**config.mk**
```make
export PLATFORM = sky130hd
export DESIGN_NAME = lsu
export DESIGN_NICKNAME = d
export VERILOG_FILES = /design/src/rtl/lsu_pkg.sv /design/src/rtl/lsu_align.sv /design/src/rtl/lsu.sv
export SDC_FILE = /design/constraint.sdc
export NUM_CORES = 1
export LEC_CHECK = 0
export BUFFER_PORTS_ARGS = -buffer_cell sky130_fd_sc_hd__buf_2
export CAP_MARGIN = 0
export CORE_MARGIN = 3
export CORE_UTILIZATION = 50
export CTS_BUF_LIST = sky130_fd_sc_hd__clkbuf_16
export CTS_CLUSTER_SIZE = 20
export DETAILED_ROUTE_END_ITERATION = 16
export GPL_TIMING_DRIVEN = 0
export PLACE_DENSITY = 0.81
export SLEW_MARGIN = 15
export SYNTH_ARGS = -nofsm -noshare
export SYNTH_HDL_FRONTEND = slang
export SYNTH_SLANG_ARGS = --single-unit
```
**constraint.sdc**
```tcl
create_clock -name clk -period 4.4 [get_ports clk]
set_clock_uncertainty 0.15 [all_clocks]
set_input_delay 0.88 -clock clk [delete_from_list [all_inputs] [get_ports clk]]
set_output_delay 0.88 -clock clk [all_outputs]
set_load 0.01 [all_outputs]
```
**src/rtl/lsu_pkg.sv**
```systemverilog
// lsu_pkg -- shared types and helpers for the load/store unit.
//
// Contents:
//   mem_acc_mode_e : funct3 access-size codes (B, H, W, BU, HU)
//   lsu_state_e    : access FSM states (IDLE, REQ, RSP, DONE)
//   decodeMode     : maps a raw funct3 onto mem_acc_mode_e; any undefined code
//                    is treated as a full-word access
//   isMisaligned   : true when a halfword or word access is not naturally aligned
//                    (only used when LSU_MISALIGN_CHK_EN is defined)

package lsu_pkg;

   typedef enum logic [2:0] {
      MEM_B  = 3'b000,
      MEM_H  = 3'b001,
      MEM_W  = 3'b010,
      MEM_BU = 3'b100,
      MEM_HU = 3'b101
   } mem_acc_mode_e;

   typedef enum logic [1:0] {
      IDLE = 2'd0,
      REQ  = 2'd1,
      RSP  = 2'd2,
      DONE = 2'd3
   } lsu_state_e;

   // Undefined codes (011, 110, 111) fall back to a plain word access so the
   // rest of the datapath only ever sees the five legal sizes.
   function automatic mem_acc_mode_e decodeMode(input logic [2:0] code);
      mem_acc_mode_e mode;
      case (code)
         3'b000:  mode = MEM_B;
         3'b001:  mode = MEM_H;
         3'b100:  mode = MEM_BU;
         3'b101:  mode = MEM_HU;
         default: mode = MEM_W;
      endcase
      return mode;
   endfunction

   // Byte accesses can never be misaligned; halfwords need addr[0]=0 and
   // words need addr[1:0]=0.
   function automatic logic isMisaligned(input mem_acc_mode_e mode,
                                         input logic [1:0] addrLo);
      logic bad;
      case (mode)
         MEM_H, MEM_HU: bad = addrLo[0];
         MEM_W:         bad = (addrLo != 2'b00);
         default:       bad = 1'b0;
      endcase
      return bad;
   endfunction

endpackage

```
**src/rtl/lsu_align.sv**
```systemverilog
// lsu_align -- purely combinational lane logic for the load/store unit.
//
// Ports:
//   addrLo_i    : byte offset within the word (addr[1:0])
//   mode_i      : decoded access size
//   isStore_i   : 1 selects store byte enables, 0 gives the load enables (1111)
//   storeData_i : right-aligned store operand
//   loadWord_i  : raw 32-bit word returned by the bus
//   be_o        : byte enables for the bus
//   wdata_o     : store data replicated across every lane it may land in
//   loadData_o  : extracted and sign/zero-extended load result
//
// Halfword lanes are chosen by addrLo_i[1] only and words ignore addrLo_i,
// which is what the unit relies on when misalignment checking is disabled.

module lsu_align
   import lsu_pkg::*;
(
   input  logic [1:0]    addrLo_i,
   input  mem_acc_mode_e mode_i,
   input  logic          isStore_i,
   input  logic [31:0]   storeData_i,
   input  logic [31:0]   loadWord_i,
   output logic [3:0]    be_o,
   output logic [31:0]   wdata_o,
   output logic [31:0]   loadData_o
);

   logic [7:0]  loadByte;
   logic [15:0] loadHalf;

   // Store side: loads always enable the full word; stores shift a one- or
   // two-byte enable into place and replicate the operand so the memory can
   // pick up the right lane without a barrel shifter of its own.
   always_comb begin
      be_o    = 4'b1111;
      wdata_o = storeData_i;
      if (isStore_i) begin
         case (mode_i)
            MEM_B, MEM_BU: begin
               be_o    = 4'b0001 << addrLo_i;
               wdata_o = {4{storeData_i[7:0]}};
            end
            MEM_H, MEM_HU: begin
               be_o    = 4'b0011 << {addrLo_i[1], 1'b0};
               wdata_o = {2{storeData_i[15:0]}};
            end
            default: begin
               be_o    = 4'b1111;
               wdata_o = storeData_i;
            end
         endcase
      end
   end

   // Load side: pick the addressed byte/half out of the returned word, then
   // sign-extend for B/H and zero-extend for BU/HU.
   always_comb begin
      loadByte   = loadWord_i[{addrLo_i, 3'b000} +: 8];
      loadHalf   = addrLo_i[1] ? loadWord_i[31:16] : loadWord_i[15:0];
      loadData_o = loadWord_i;
      case (mode_i)
         MEM_B:   loadData_o = {{24{loadByte[7]}}, loadByte};
         MEM_BU:  loadData_o = {24'h000000, loadByte};
         MEM_H:   loadData_o = {{16{loadHalf[15]}}, loadHalf};
         MEM_HU:  loadData_o = {16'h0000, loadHalf};
         default: loadData_o = loadWord_i;
      endcase
   end

endmodule

```
**src/rtl/lsu.sv**
```systemverilog
// lsu -- load/store unit sitting between the core pipeline and a simple
// valid/ready request + valid response data bus.
//
// Parameters:
//   TIMEOUT_CYCLES : cycles allowed in REQ+RSP before the access is abandoned
//
// Ports:
//   clk, rst            : clock and asynchronous active-high reset
//   rd_en, wr_en        : load / store request (both high means store)
//   addr                : byte address
//   mem_acc_mode        : funct3 size code
//   store_data          : right-aligned store operand
//   rdata               : extended load result (held between loads)
//   stall               : freezes the pipeline while an access is in flight
//   lsu_err             : one-cycle pulse when an access is abandoned
//   bus_req_valid/ready : request handshake
//   bus_addr, bus_we, bus_be, bus_wdata : request fields, stable during REQ
//   bus_rsp_valid/data  : one response per request, only accepted in RSP
//
// Configuration:
//   LSU_MISALIGN_CHK_EN : when defined, misaligned H/HU/W accesses skip the
//                         bus entirely and finish with lsu_err and rdata=0.

module lsu
   import lsu_pkg::*;
#(
   parameter int TIMEOUT_CYCLES = 64
) (
   input  logic        clk,
   input  logic        rst,
   input  logic        rd_en,
   input  logic        wr_en,
   input  logic [31:0] addr,
   input  logic [2:0]  mem_acc_mode,
   input  logic [31:0] store_data,
   output logic [31:0] rdata,
   output logic        stall,
   output logic        lsu_err,
   output logic        bus_req_valid,
   input  logic        bus_req_ready,
   output logic [31:0] bus_addr,
   output logic        bus_we,
   output logic [3:0]  bus_be,
   output logic [31:0] bus_wdata,
   input  logic        bus_rsp_valid,
   input  logic [31:0] bus_rsp_data
);

   localparam int CNT_W = $clog2(TIMEOUT_CYCLES + 1);
   localparam logic [CNT_W-1:0] CNT_LAST = CNT_W'(TIMEOUT_CYCLES - 1);
   localparam logic [CNT_W-1:0] CNT_SAT  = CNT_W'(TIMEOUT_CYCLES);

   lsu_state_e     state_q, state_d;
   logic [CNT_W-1:0] cnt_q, cnt_d;
   logic [31:0]    addr_q, addr_d;
   mem_acc_mode_e  mode_q, mode_d;
   logic           we_q, we_d;
   logic [3:0]     be_q, be_d;
   logic [31:0]    wdata_q, wdata_d;
   logic [31:0]    rdata_q, rdata_d;
   logic           err_q, err_d;

   logic           accessReq;
   mem_acc_mode_e  reqMode;
   logic           misaligned;
   logic           timeoutHit;
   logic [CNT_W-1:0] cntInc;

   logic [1:0]     alignAddrLo;
   mem_acc_mode_e  alignMode;
   logic           alignIsStore;
   logic [3:0]     alignBe;
   logic [31:0]    alignWdata;
   logic [31:0]    alignLoad;

   assign accessReq = rd_en | wr_en;
   assign reqMode   = decodeMode(mem_acc_mode);

`ifdef LSU_MISALIGN_CHK_EN
   assign misaligned = isMisaligned(reqMode, addr[1:0]);
`else
   assign misaligned = 1'b0;
`endif

   // The counter value on the last allowed cycle ends the access; it also
   // saturates so it can never wrap while the FSM sits in REQ or RSP.
   assign timeoutHit = (cnt_q >= CNT_LAST);
   assign cntInc     = (cnt_q == CNT_SAT) ? cnt_q : cnt_q + CNT_W'(1);

   // One lane-logic instance serves both directions: in IDLE it sees the live
   // request so be/wdata can be captured on entry to REQ, afterwards it sees
   // the latched address/mode so the response can be extracted in RSP.
   assign alignAddrLo  = (state_q == IDLE) ? addr[1:0] : addr_q[1:0];
   assign alignMode    = (state_q == IDLE) ? reqMode   : mode_q;
   assign alignIsStore = (state_q == IDLE) ? wr_en     : we_q;

   lsu_align u_align (
      .addrLo_i    (alignAddrLo),
      .mode_i      (alignMode),
      .isStore_i   (alignIsStore),
      .storeData_i (store_data),
      .loadWord_i  (bus_rsp_data),
      .be_o        (alignBe),
      .wdata_o     (alignWdata),
      .loadData_o  (alignLoad)
   );

   // State and datapath registers. Reset clears every bus field so the bus
   // sees a quiet interface, and abandons any access without an error pulse.
   always_ff @(posedge clk or posedge rst) begin
      if (rst) begin
         state_q <= IDLE;
         cnt_q   <= '0;
         addr_q  <= '0;
         mode_q  <= MEM_B;
         we_q    <= 1'b0;
         be_q    <= 4'b0000;
         wdata_q <= '0;
         rdata_q <= '0;
         err_q   <= 1'b0;
      end else begin
         state_q <= state_d;
         cnt_q   <= cnt_d;
         addr_q  <= addr_d;
         mode_q  <= mode_d;
         we_q    <= we_d;
         be_q    <= be_d;
         wdata_q <= wdata_d;
         rdata_q <= rdata_d;
         err_q   <= err_d;
      end
   end

   // Next-state and output logic. stall covers the request cycle in IDLE so
   // the pipeline freezes immediately, and stays up through REQ and RSP.
   // In REQ a timeout wins over ready, and bus_req_valid is withdrawn on that
   // cycle so no handshake can complete for an abandoned access. In RSP a
   // response arriving on the final cycle still completes normally.
   always_comb begin
      state_d       = state_q;
      cnt_d         = cnt_q;
      addr_d        = addr_q;
      mode_d        = mode_q;
      we_d          = we_q;
      be_d          = be_q;
      wdata_d       = wdata_q;
      rdata_d       = rdata_q;
      err_d         = 1'b0;
      stall         = 1'b0;
      bus_req_valid = 1'b0;

      case (state_q)
         IDLE: begin
            if (accessReq) begin
               stall = 1'b1;
               if (misaligned) begin
                  state_d = DONE;
                  err_d   = 1'b1;
                  rdata_d = '0;
               end else begin
                  state_d = REQ;
                  cnt_d   = '0;
                  addr_d  = addr;
                  mode_d  = reqMode;
                  we_d    = wr_en;
                  be_d    = alignBe;
                  wdata_d = alignWdata;
               end
            end
         end

         REQ: begin
            stall = 1'b1;
            if (timeoutHit) begin
               state_d = DONE;
               err_d   = 1'b1;
               rdata_d = '0;
            end else begin
               bus_req_valid = 1'b1;
               cnt_d         = cntInc;
               if (bus_req_ready) begin
                  state_d = RSP;
               end
            end
         end

         RSP: begin
            stall = 1'b1;
            if (bus_rsp_valid) begin
               state_d = DONE;
               if (!we_q) begin
                  rdata_d = alignLoad;
               end
            end else if (timeoutHit) begin
               state_d = DONE;
               err_d   = 1'b1;
               rdata_d = '0;
            end else begin
               cnt_d = cntInc;
            end
         end

         DONE: begin
            state_d = IDLE;
         end

         default: begin
            state_d = IDLE;
         end
      endcase
   end

   assign rdata     = rdata_q;
   assign lsu_err   = err_q;
   assign bus_addr  = {addr_q[31:2], 2'b00};
   assign bus_we    = we_q;
   assign bus_be    = be_q;
   assign bus_wdata = wdata_q;

endmodule

```
Yosys cells after proc, flatten, opt, wreduce, memory -nomap -nowiden
Cells that the tools add are included.
{"block": "classes", "n_addsub": 1, "n_mul": 0, "n_div": 0, "order_cmp": 1, "n_eq_ne": 15, "shift": 3, "n_mux": 32, "bitwise_logic": 1, "n_reduce_logical": 12}
{"op": "two-way mux 32 bit", "count": 4}
{"op": "case mux 32 bit (2 select lines)", "count": 2}
{"op": "case mux 32 bit (4 select lines)", "count": 1}
{"op": "indexed part select 32 x 6 -> 8 bit", "count": 1}
{"op": "two-way mux 7 bit", "count": 4}
{"op": "case mux 7 bit (3 select lines)", "count": 1}
{"op": "two-way mux 16 bit", "count": 1}
{"op": "== test 3 bit, second input constant", "count": 4}
{"op": "two-way mux 2 bit", "count": 6}
{"op": "case mux 3 bit (4 select lines)", "count": 1}
{"op": "inequality test 3 bit, second input constant", "count": 3}
{"op": "case mux 2 bit (4 select lines)", "count": 1}
{"op": "case mux 4 bit (2 select lines)", "count": 1}
{"op": "adder 7 x 1 -> 7 bit, second input constant", "count": 1}
{"op": "== test 7 bit, second input constant", "count": 1}
{"op": "greater-or-equal comparator 7 x 6 -> 1 bit, second input constant", "count": 1}
{"op": "== test 3 x 1 -> 1 bit, second input constant", "count": 2}
{"op": "zero test 3 bit", "count": 2}
{"op": "two-way mux 1 bit", "count": 6}
{"op": "AND reduction 3 bit", "count": 2}
{"op": "OR reduction 2 bit", "count": 3}
{"op": "== test 2 bit, second input constant", "count": 2}
{"op": "two-way mux 4 bit", "count": 1}
{"op": "inequality test 2 bit, second input constant", "count": 2}
{"op": "other kinds (10)", "count": 12}
{"block": "word_totals", "reg_bits": 114, "latchBits": 0, "ram_bits": 0, "rom_bits": 0, "inputBits": 105, "word_cells": 74, "memories": 0}

Longest topological paths before layout
Gate-level depths: netlist of the first run.
{"block": "logic_depth", "ltp_word": 8, "ltp_mapped": 10, "mapped_depth_nobuf": 7}

Hierarchy
From an unflattened synthesis of the first run, not the netlist that was laid out.
{"block": "unflattened", "cells_unflattened": 518, "hier_area_um2": 6082.1}
{"mod": "lsu", "instances": 1, "cells_per_inst": 343, "area_each_um2": 4789.6}
{"mod": "lsu_align", "instances": 1, "cells_per_inst": 175, "area_each_um2": 1292.5}

Worst setup path before layout of the first run
OpenSTA, ideal clock, no wires.
{"block": "synth_path", "path_kind": "flip-flop to output port", "startpoint": "reg state_q[0]", "endpoint": "out stall", "t_arrival_ns": 1.787, "required_ns": 3.370, "setup_slack_ns": 1.583, "stages_incl_launch_ff": 9, "n_path_buf": 4, "cell_sequence": "dfrtp_1 inv_1 ha_1 buf_6 buf_2 buf_2 o21ai_1 clkbuf_1 a21oi_1"}
{"block": "synth_between", "elab_chain_cells": 3, "elab_cells_between_ends": 5, "cone_classes": "eq/ne (2); mux (1); reduce/logical (2)"}
{"item": "start, declared", "line_no": "lsu.sv:53", "text": "lsu_state_e state_q, state_d;"}
{"item": "start signal, assigned", "line_no": "lsu.sv:122", "text": "state_q <= state_d;"}
{"item": "== test 2 bit / == test 2 x 1 -> 1 bit (equally long branches)", "line_no": "lsu.sv:152", "text": "case (state_q)"}
{"item": "OR reduction 2 bit (no line)"}
{"item": "case mux 1 bit (2 select lines) (*)", "line_no": "lsu.sv:152"}
{"item": "end, declared", "line_no": "lsu.sv:37", "text": "output logic stall,"}
Mark *: on every way between the ends. The rest lies on a longest branch, timed or not.

Final worst setup path of the first run
Same ends and word-level chain as after synthesis.

==> results of run 1 <==
[cells by family (layout without fill, tap and decap cells)]
| kind of cell | Yosys count | count (layout) | share of synthesized area [%] |
|---|---|---|---|
| and+or+nand+nor | 132 | 132 | 10.73 |
| AOI/OAI and AO/OA | 123 | 123 | 16.25 |
| buffers and inverters | 75 | 314 | 7.783 |
| DFF | 114 | 114 | 50.55 |
| xor gates and xnor gates | 3 | 3 | 0.4657 |
| other | 1 | 2 | 0.06646 |
| muxes | 65 | 65 | 12.82 |
| adders and majority gates | 6 | 6 | 1.330 |
[state kept, by name (all words and copies together), names as in the netlist]
| name | cells |
|---|---|
| addr_q | 32 |
| bus_be | 4 |
| bus_wdata | 32 |
| bus_we | 1 |
| cnt_q | 7 |
| lsu_err | 1 |
| mode_q | 3 |
| rdata | 32 |
| state_q | 2 |
[critical path, delay by kind of cell (launching register included)]
kind                       cells  cell delay [ns]
adders and majority gates      1             0.21
AOI/OAI and AO/OA              2             0.53
DFF                            1             0.40
buffers and inverters          6             1.26
[how the worst max path moves through the flow]
| stage | startpoint | to |
|---|---|---|
| after global routing | state_q[0]$_DFFE_PP0P_ | stall |
| final | state_q[0]$_DFFE_PP0P_ | stall |
| after global placement | rst | rdata[19]$_DFFE_PP0P_ |
| after CTS | state_q[0]$_DFFE_PP0P_ | stall |
| after detailed placement | state_q[0]$_DFFE_PP0P_ | stall |
| after floorplan | rst | addr_q[0]$_DFFE_PP0P_ |
[layout make-up]
cell class / instances / area (sq um) / share of cell area, %
clock buffers: 17 / 425.4 / 5.694
multi-input cells: 331 / 2355 / 31.52
inverters: 12 / 50.05 / 0.6699
well taps: 140 / 175.2 / 2.345
flip-flops and latches: 114 / 2853 / 38.18
repair buffers: 207 / 1059 / 14.17
clock inverters: 15 / 160.2 / 2.144
plain buffers: 63 / 394.1 / 5.275
[routing by layer]
metal	GRT usage, %	routed length (microns)	vias up
li1	-	-	2307
met1	31.74	6304	2442
met2	45.29	8330	275
met3	7.224	1571	36
met4	9.535	307	2
met5	0	16	-
[stage by stage]
stage          std cells  hold WS, ns
2_1_floorplan        520       0.3081
6_report             899       0.3275
4_1_cts              899       0.3282
5_1_grt              899       0.3422
3_5_place_dp         867       0.3157
3_3_place_gp         866       0.3035
[where the power goes]
group          switching (mW)  internal, mW
Sequential              0.303          1.54
Clock                   0.521         0.835
Combinational            1.53          1.33
[placed cells by master, fill, tap and decap left out, types with 12 or more instances in the layout]
master / count
mux2i_1: 19
a211oi_1: 12
buf_2: 218
nor2_1: 31
a221o_1: 22
buf_4: 32
clkbuf_1: 15
o21ai_0: 18
mux2_2: 44
o31ai_1: 16
clkbuf_16: 17
nand2_1: 64
dfrtp_1: 114
a21oi_1: 12
==> flow_metrics.env, run 1 <==
export IMPL_root_buffer="clkbuf_16"
export IMPL_worst_setup_path_type="reg -> out"
export IMPL_viasPerCell=5.631
export IMPL_rows=38
export IMPL_drc=0
export IMPL_maxCapViolCount=0
export IMPL_wl_mm=16.53
export IMPL_antenna_found_initial=1
export IMPL_tightest_slew_ns=0.9125
export IMPL_cts_repair_resized=0
export IMPL_rsz0062_at_grt="false"
export IMPL_synth_edff_count=0
export IMPL_cts_path_max_buffers=2
export IMPL_synthDistinctLibCells=50
export IMPL_post_cts_buffers=0
export IMPL_port_buffers=206
export IMPL_dr_total_vias=5062
export IMPL_outcome="finished, final reports clean"
export IMPL_r2r_cells=9
export IMPL_dpl_cell_area_sq_um=6885
export IMPL_period_minus_slack_ns=3.856
export IMPL_synth_ff_type="dfrtp_1"
export IMPL_r2r_slack_ns=1.41
export IMPL_whs_path_depth=2
export IMPL_yosys_warnings=0
export IMPL_dr_pass1_iters=5
export IMPL_synthTopCellsByArea="dfrtp_1 (51%), mux2_2 (8.8%), buf_4 (4.3%), nand2_1 (4.3%), a221o_1 (3.9%)"
export IMPL_finalWorstSetupSlack_ns=0.5435
export IMPL_gp_congestion=0.8998
export IMPL_ant_nets=0
export IMPL_wire_per_inst_microns=18.39
export IMPL_grt_pass1_vias=5243
export IMPL_dieArea_sq_um=12600
export IMPL_worstPathCellList="inv_1 > ha_1 > buf_6 > buf_2 > buf_2 > o21ai_1 > clkbuf_1 > a21oi_1 > buf_2"
export IMPL_die_w_microns=112.2
export IMPL_netlist_area_sq_um=5643
export IMPL_crit_fanout=10
export IMPL_r2r_end="rdata[10]$_DFFE_PP0P_"
export IMPL_coreArea_sq_um=10940
export IMPL_cp_slowest_cell="clkbuf_1"
export IMPL_drt_iter0_drc=393
export IMPL_floorplan_initialDensity_pct=51.60
export IMPL_grt_max_degree=60
export IMPL_cts_clk_slew_worst_paths_ns=0.05
export IMPL_synth_largest_area_cell="dfrtp_1"
export IMPL_num_antenna_cells=0
export IMPL_yosys_register_bits=114
export IMPL_crit_path_end_kind="output port"
export IMPL_synth_most_common_cell="dfrtp_1"
export IMPL_max_stage_delay_ns=0.50
export IMPL_min_period_over_period_pct=87.65
export IMPL_post_dp_hpwl_mm=12.23
export IMPL_htreeDepth=4
export IMPL_finalHoldViolCount=0
export IMPL_startpoint_type="register"
export IMPL_power_leakage_nw=3.737
export IMPL_io_pins=209
export IMPL_overflow=0
export IMPL_min_to="bus_be[3]$_DFFE_PP0P_"
export IMPL_final_util_pct=68.32
export IMPL_power_mw=6.068
export IMPL_setup_tns_ns=0
export IMPL_relSlewSlack_pct=37.43
export IMPL_synth_cells=519
export IMPL_drive_gt1_share_pct=44.40
export IMPL_die_h_microns=112.2
export IMPL_async_reset_ff_share_pct=100.0
export IMPL_cts_sinks=114
export IMPL_synth_seq_area_share_pct=50.55
export IMPL_hold_buffers=0
export IMPL_synth_top_cell_area_share_pct=50.55
export IMPL_stdcell_area_sq_um=7471
export IMPL_peakVddDrop_uv=386.7
export IMPL_cp_common_cell="buf_2"
export IMPL_final_nets=857
export IMPL_fillers=832
export IMPL_hold_path_class="reg -> reg"
export IMPL_drv_slew=0
export IMPL_cts_tree="built"
export IMPL_grtUsageTotal_pct=26.31
export IMPL_required_ns=3.37
export IMPL_fmaxAchievable_ghz=0.2593
export IMPL_finalSetupViolCount=0
export IMPL_powerDensity_nw_per_um2=812.2
export IMPL_hp_start="bus_be[3]$_DFFE_PP0P_"
export IMPL_avgSynthCellArea_sq_um=10.87
export IMPL_grt_pass1_wl_mm=26.41
export IMPL_dp_slack_ns=0.9527
export IMPL_clock_latency_ns=0.42
export IMPL_r2r_start="state_q[1]$_DFFE_PP0P_"
export IMPL_synth_common_cells="dfrtp_1 (114), nand2_1 (64), mux2_2 (44)"
export IMPL_cts_buffers=17
export IMPL_syn2layout_area_growth_pct=32.39
export IMPL_critPathArrivalTime_ns=2.83
Note: power is estimated with default switching activity, not from simulation.
==> inputs of run 2 (changes only) <==
clock period = 3.6 ns   (was 4.4 ns; I/O delays follow)
==> run 2 against run 1 <==
Net effect:
- combinational power is 23% higher
- first-iteration DRC count grew 3.1%
- sequential share of layout area fell by 0.35 points
- final area increased by 0.94%
- utilization is 0.64 points higher
==> flow_metrics.env, run 2 (synthesized netlist as in run 1, its figures left out) <==
export IMPL_relSlewSlack_pct=40.52
export IMPL_outcome="finished, final reports clean"
export IMPL_die_h_microns=112.2
export IMPL_port_buffers=206
export IMPL_root_buffer="clkbuf_16"
export IMPL_finalSetupViolCount=0
export IMPL_grtUsageTotal_pct=26.82
export IMPL_cts_repair_resized=1
export IMPL_wl_met2_mm=8.443
export IMPL_drive_gt1_share_pct=44.27
export IMPL_m1WireLength_mm=6.629
export IMPL_cts_path_max_buffers=2
export IMPL_hold_worst_slack_ns=0.3040
export IMPL_rows=38
export IMPL_dr_wl_met3_mm=1.378
export IMPL_power_leakage_nw=3.776
export IMPL_crit_path_end_kind="output port"
export IMPL_antenna_found_initial=0
export IMPL_drv_slew=0
export IMPL_r2r_start="state_q[1]$_DFFE_PP0P_"
export IMPL_startpoint_type="register"
export IMPL_grt_max_degree=36
export IMPL_wire_per_inst_microns=18.61
export IMPL_post_cts_buffers=0
export IMPL_finalHoldViolCount=0
export IMPL_dieArea_sq_um=12600
export IMPL_hold_path_class="in -> async"
export IMPL_setup_tns_ns=0
export IMPL_wl_mm=16.73
export IMPL_crit_fanout=10
export IMPL_dp_cells=869
export IMPL_top_layer="met4"
export IMPL_viasPerCell=5.690
export IMPL_num_antenna_cells=0
export IMPL_ant_nets=0
export IMPL_floorplan_initialDensity_pct=51.60
export IMPL_cts_tree="built"
export IMPL_io_pins=209
export IMPL_syn2layout_area_growth_pct=33.64
export IMPL_regArea_sq_um=2853
export IMPL_critPathArrivalTime_ns=2.58
export IMPL_final_common_cell="buf_2"
export IMPL_dr_pass1_iters=5
export IMPL_layout_common_cells="buf_2 (218), dfrtp_1 (114), nand2_1 (64)"
export IMPL_fillers=827
export IMPL_cts_clk_slew_worst_paths_ns=0.05
export IMPL_coreArea_sq_um=10940
export IMPL_required_ns=2.73
export IMPL_maxCapViolCount=0
export IMPL_drc=0
export IMPL_post_dp_hpwl_mm=12.77
export IMPL_tightest_slew_ns=0.8674
export IMPL_rsz0062_at_grt="false"
export IMPL_powerDensity_nw_per_um2=1005
export IMPL_worst_setup_path_type="reg -> out"
export IMPL_cp_startpoint="state_q[1]$_DFFE_PP0P_"
export IMPL_drt_iter0_drc=405
export IMPL_overflow=0
export IMPL_die_w_microns=112.2
export IMPL_min_period_over_period_pct=95.74
export IMPL_fmaxAchievable_ghz=0.2901
export IMPL_peakVddDrop_uv=436.7
export IMPL_fin_cells=899
export IMPL_hold_buffers=0
export IMPL_gp_congestion=0.8798
export IMPL_clock_latency_ns=0.41
export IMPL_r2r_cells=9
export IMPL_power_mw=7.577
export IMPL_htreeDepth=4
export IMPL_period_minus_slack_ns=3.447
export IMPL_grt_pass1_wl_mm=26.75
export IMPL_dr_total_vias=5115
export IMPL_multi_input_area_sq_um=2359
export IMPL_grt_pass1_vias=5276
export IMPL_final_nets=859
export IMPL_cts_sinks=114
export IMPL_cts_buffers=17
run 2: stage by stage:
stage	area, sq um	utilization [%]	setup slack [ns]
after floorplan	5650	-	0.9430
after global placement	6857	62.70	0.3773
after detailed placement	6917	63.25	0.3158
after CTS	7537	68.92	0.007579
after global routing	7541	68.96	0.01097
final	7541	68.96	0.1532
run 2: layout make-up:
cell class	instances	area share (%)
repair buffers	209	14.47
plain buffers	63	5.243
well taps	140	2.323
flip-flops and latches	114	37.83
clock inverters	13	2.572
inverters	12	0.6471
clock buffers	17	5.641
multi-input cells	331	31.28
run 2: power breakdown:
group	switching (mW)	internal [mW]	leakage (nW)
clock	0.566	1.21	0.299
sequential	0.382	1.89	1.40
combinational	1.90	1.64	2.08
run 2: layer usage:
| layer | vias up | GRT usage, % |
|---|---|---|
| li1 | 2311 | - |
| met1 | 2523 | 32.65 |
| met2 | 251 | 46.25 |
| met3 | 30 | 8.248 |
| met4 | 0 | 7.612 |
| met5 | - | 0 |
run 2: worst paths after layout:
check                      slack [ns]                   endpoint
max                              0.15                      stall
min                              0.30  bus_wdata[13]$_DFFE_PP0P_
max reg2reg                      0.60      rdata[11]$_DFFE_PP0P_
min reg2reg                      0.32      bus_be[3]$_DFFE_PP0P_
max in group asynchronous        2.21       cnt_q[4]$_DFFE_PP0P_
min in group clk                 0.32      bus_be[3]$_DFFE_PP0P_
run 2: critical path, stage by stage, from the launching register on:
cell and delay [ns]:
dfrtp_1 0.41, inv_1 0.13, ha_1 0.18, buf_6 0.14, buf_2 0.22, buf_2 0.26
o21ai_2 0.18, clkbuf_2 0.25, a21oi_1 0.22, buf_2 0.17
==> inputs of run 3 (changes only) <==
PLACE_DENSITY = 0.78   (was 0.81)
==> run 3 against run 2 <==
Net effect:
- die area did not move
- maximum frequency is 3.5% higher
- sequential power barely moved
- cell count unchanged
- highest routed layer unchanged
==> flow_metrics.env, run 3 (synthesized netlist as in run 1, its figures left out) <==
export IMPL_fmaxAchievable_ghz=0.3003
export IMPL_worstPathCellList="inv_1 > ha_1 > buf_6 > buf_2 > buf_2 > o21ai_2 > clkbuf_2 > a21oi_1 > buf_2"
export IMPL_drv_slew=0
export IMPL_powerDensity_nw_per_um2=993.7
export IMPL_drive_gt1_share_pct=44.40
export IMPL_hold_path_class="in -> async"
export IMPL_cp_common_cell="buf_2"
export IMPL_post_cts_buffers=0
export IMPL_r2r_start="state_q[0]$_DFFE_PP0P_"
export IMPL_overflow=0
export IMPL_hold_worst_slack_ns=0.2124
export IMPL_maxCapViolCount=0
export IMPL_antenna_found_initial=0
export IMPL_outcome="finished, final reports clean"
export IMPL_finalWorstSetupSlack_ns=0.2700
export IMPL_tightest_slew_ns=0.8490
export IMPL_critPathBufInv=6
export IMPL_port_buffers=206
export IMPL_power_leakage_nw=3.772
export IMPL_ant_nets=0
export IMPL_grt_max_degree=38
export IMPL_cts_path_max_buffers=2
export IMPL_fillers=867
export IMPL_grtUsageTotal_pct=26.04
export IMPL_grt_pass1_vias=5134
export IMPL_wl_mm=16.43
export IMPL_clock_latency_ns=0.41
export IMPL_wire_per_inst_microns=18.28
export IMPL_period_minus_slack_ns=3.330
export IMPL_required_ns=2.73
export IMPL_r2r_slack_ns=0.66
export IMPL_rows=38
export IMPL_worst_setup_path_type="reg -> out"
export IMPL_layout_common_cells="buf_2 (218), dfrtp_1 (114), nand2_1 (64)"
export IMPL_min_period_over_period_pct=92.50
export IMPL_finalSetupViolCount=0
export IMPL_hold_buffers=0
export IMPL_dr_total_vias=5021
export IMPL_final_nets=859
export IMPL_final_util_pct=68.81
export IMPL_syn2layout_area_growth_pct=33.35
export IMPL_critPathArrivalTime_ns=2.46
export IMPL_startpoint_type="register"
export IMPL_coreArea_sq_um=10940
export IMPL_die_w_microns=112.2
export IMPL_dieArea_sq_um=12600
export IMPL_rsz0062_at_grt="false"
export IMPL_htreeDepth=4
export IMPL_post_dp_hpwl_mm=12.52
export IMPL_dr_pass1_iters=5
export IMPL_setup_tns_ns=0
export IMPL_num_antenna_cells=0
export IMPL_finalHoldViolCount=0
export IMPL_final_common_cell="buf_2"
export IMPL_grt_pass1_wl_mm=26.03
export IMPL_die_h_microns=112.2
export IMPL_cts_tree="built"
export IMPL_cp_slowest_cell="dfrtp_1"
export IMPL_crit_path_end_kind="output port"
export IMPL_dp_slack_ns=0.3640
export IMPL_viasPerCell=5.585
export IMPL_cts_clk_slew_worst_paths_ns=0.05
export IMPL_root_buffer="clkbuf_16"
export IMPL_cts_sinks=114
export IMPL_io_pins=209
export IMPL_gp_congestion=0.8828
export IMPL_crit_fanout=10
export IMPL_floorplan_initialDensity_pct=51.60
export IMPL_r2r_end="rdata[10]$_DFFE_PP0P_"
export IMPL_cts_repair_resized=1
export IMPL_drc=0
export IMPL_max_stage_delay_ns=0.41
export IMPL_relSlewSlack_pct=41.78
export IMPL_peakVddDrop_uv=432.4
export IMPL_r2r_cells=9
export IMPL_power_mw=7.477
export IMPL_cts_buffers=17
export IMPL_path_delay_family="buffers and inverters"
export IMPL_drt_iter0_drc=309
run 3: changes by cell type in the layout (fill, tap and decap cells not counted):
cell       delta
clkinv_2      +2
clkinv_1      -1
bufinv_16     -1
buf_16        +1
buf_12        -1
run 3: through the flow:
stage          std cells  cell area [sq um]
2_1_floorplan        520               5650
3_3_place_gp         866               6857
3_5_place_dp         869               6924
4_1_cts              899               7521
5_1_grt              899               7525
6_report             899               7525
run 3: report_power, final:
group / leakage, nW / switching (mW) / internal [mW]
combinational: 2.09 / 1.86 / 1.63
sequential: 1.40 / 0.376 / 1.89
clock: 0.291 / 0.582 / 1.14
run 3: worst reg2reg max path, delay by kind of cell, from the launching register on:
family,cells,cell delay [ns]
muxes,2,1.15
DFF,1,0.41
AOI/OAI and AO/OA,2,0.40
buffers and inverters,3,0.39
adders and majority gates,1,0.17
and+or+nand+nor,1,0.14
run 3: final cells by class:
class,instances,area (sq um),share of cell area [%]
Buffer,63,395.4,5.254
Clock buffer,17,425.4,5.653
Clock inverter,13,170.2,2.261
Inverter,12,48.80,0.6485
Multi-Input combinational cell,331,2359,31.34
Sequential cell,114,2853,37.91
Tap cell,140,175.2,2.328
Timing Repair Buffer,209,1099,14.60
run 3: layer usage:
metal  GRT usage, %  up-vias  wire [microns]
met5              0        -               0
met4          7.612        0             249
met3          7.763       30            1468
met2          44.46      243            8251
met1          32.15     2444            6464
li1               -     2304               -
run 3: worst max-delay path by stage:
stage | from | endpoint | slack [ns] | depth (start not counted)
global placement | state_q[0]$_DFFE_PP0P_ | stall | 0.38 | 9
detailed placement | state_q[0]$_DFFE_PP0P_ | stall | 0.36 | 9
floorplan | state_q[0]$_DFFE_PP0P_ | stall | 0.94 | 8
CTS | state_q[0]$_DFFE_PP0P_ | stall | 0.08 | 9
finish | state_q[0]$_DFFE_PP0P_ | stall | 0.27 | 9
global route | state_q[1]$_DFFE_PP0P_ | stall | 0.03 | 9
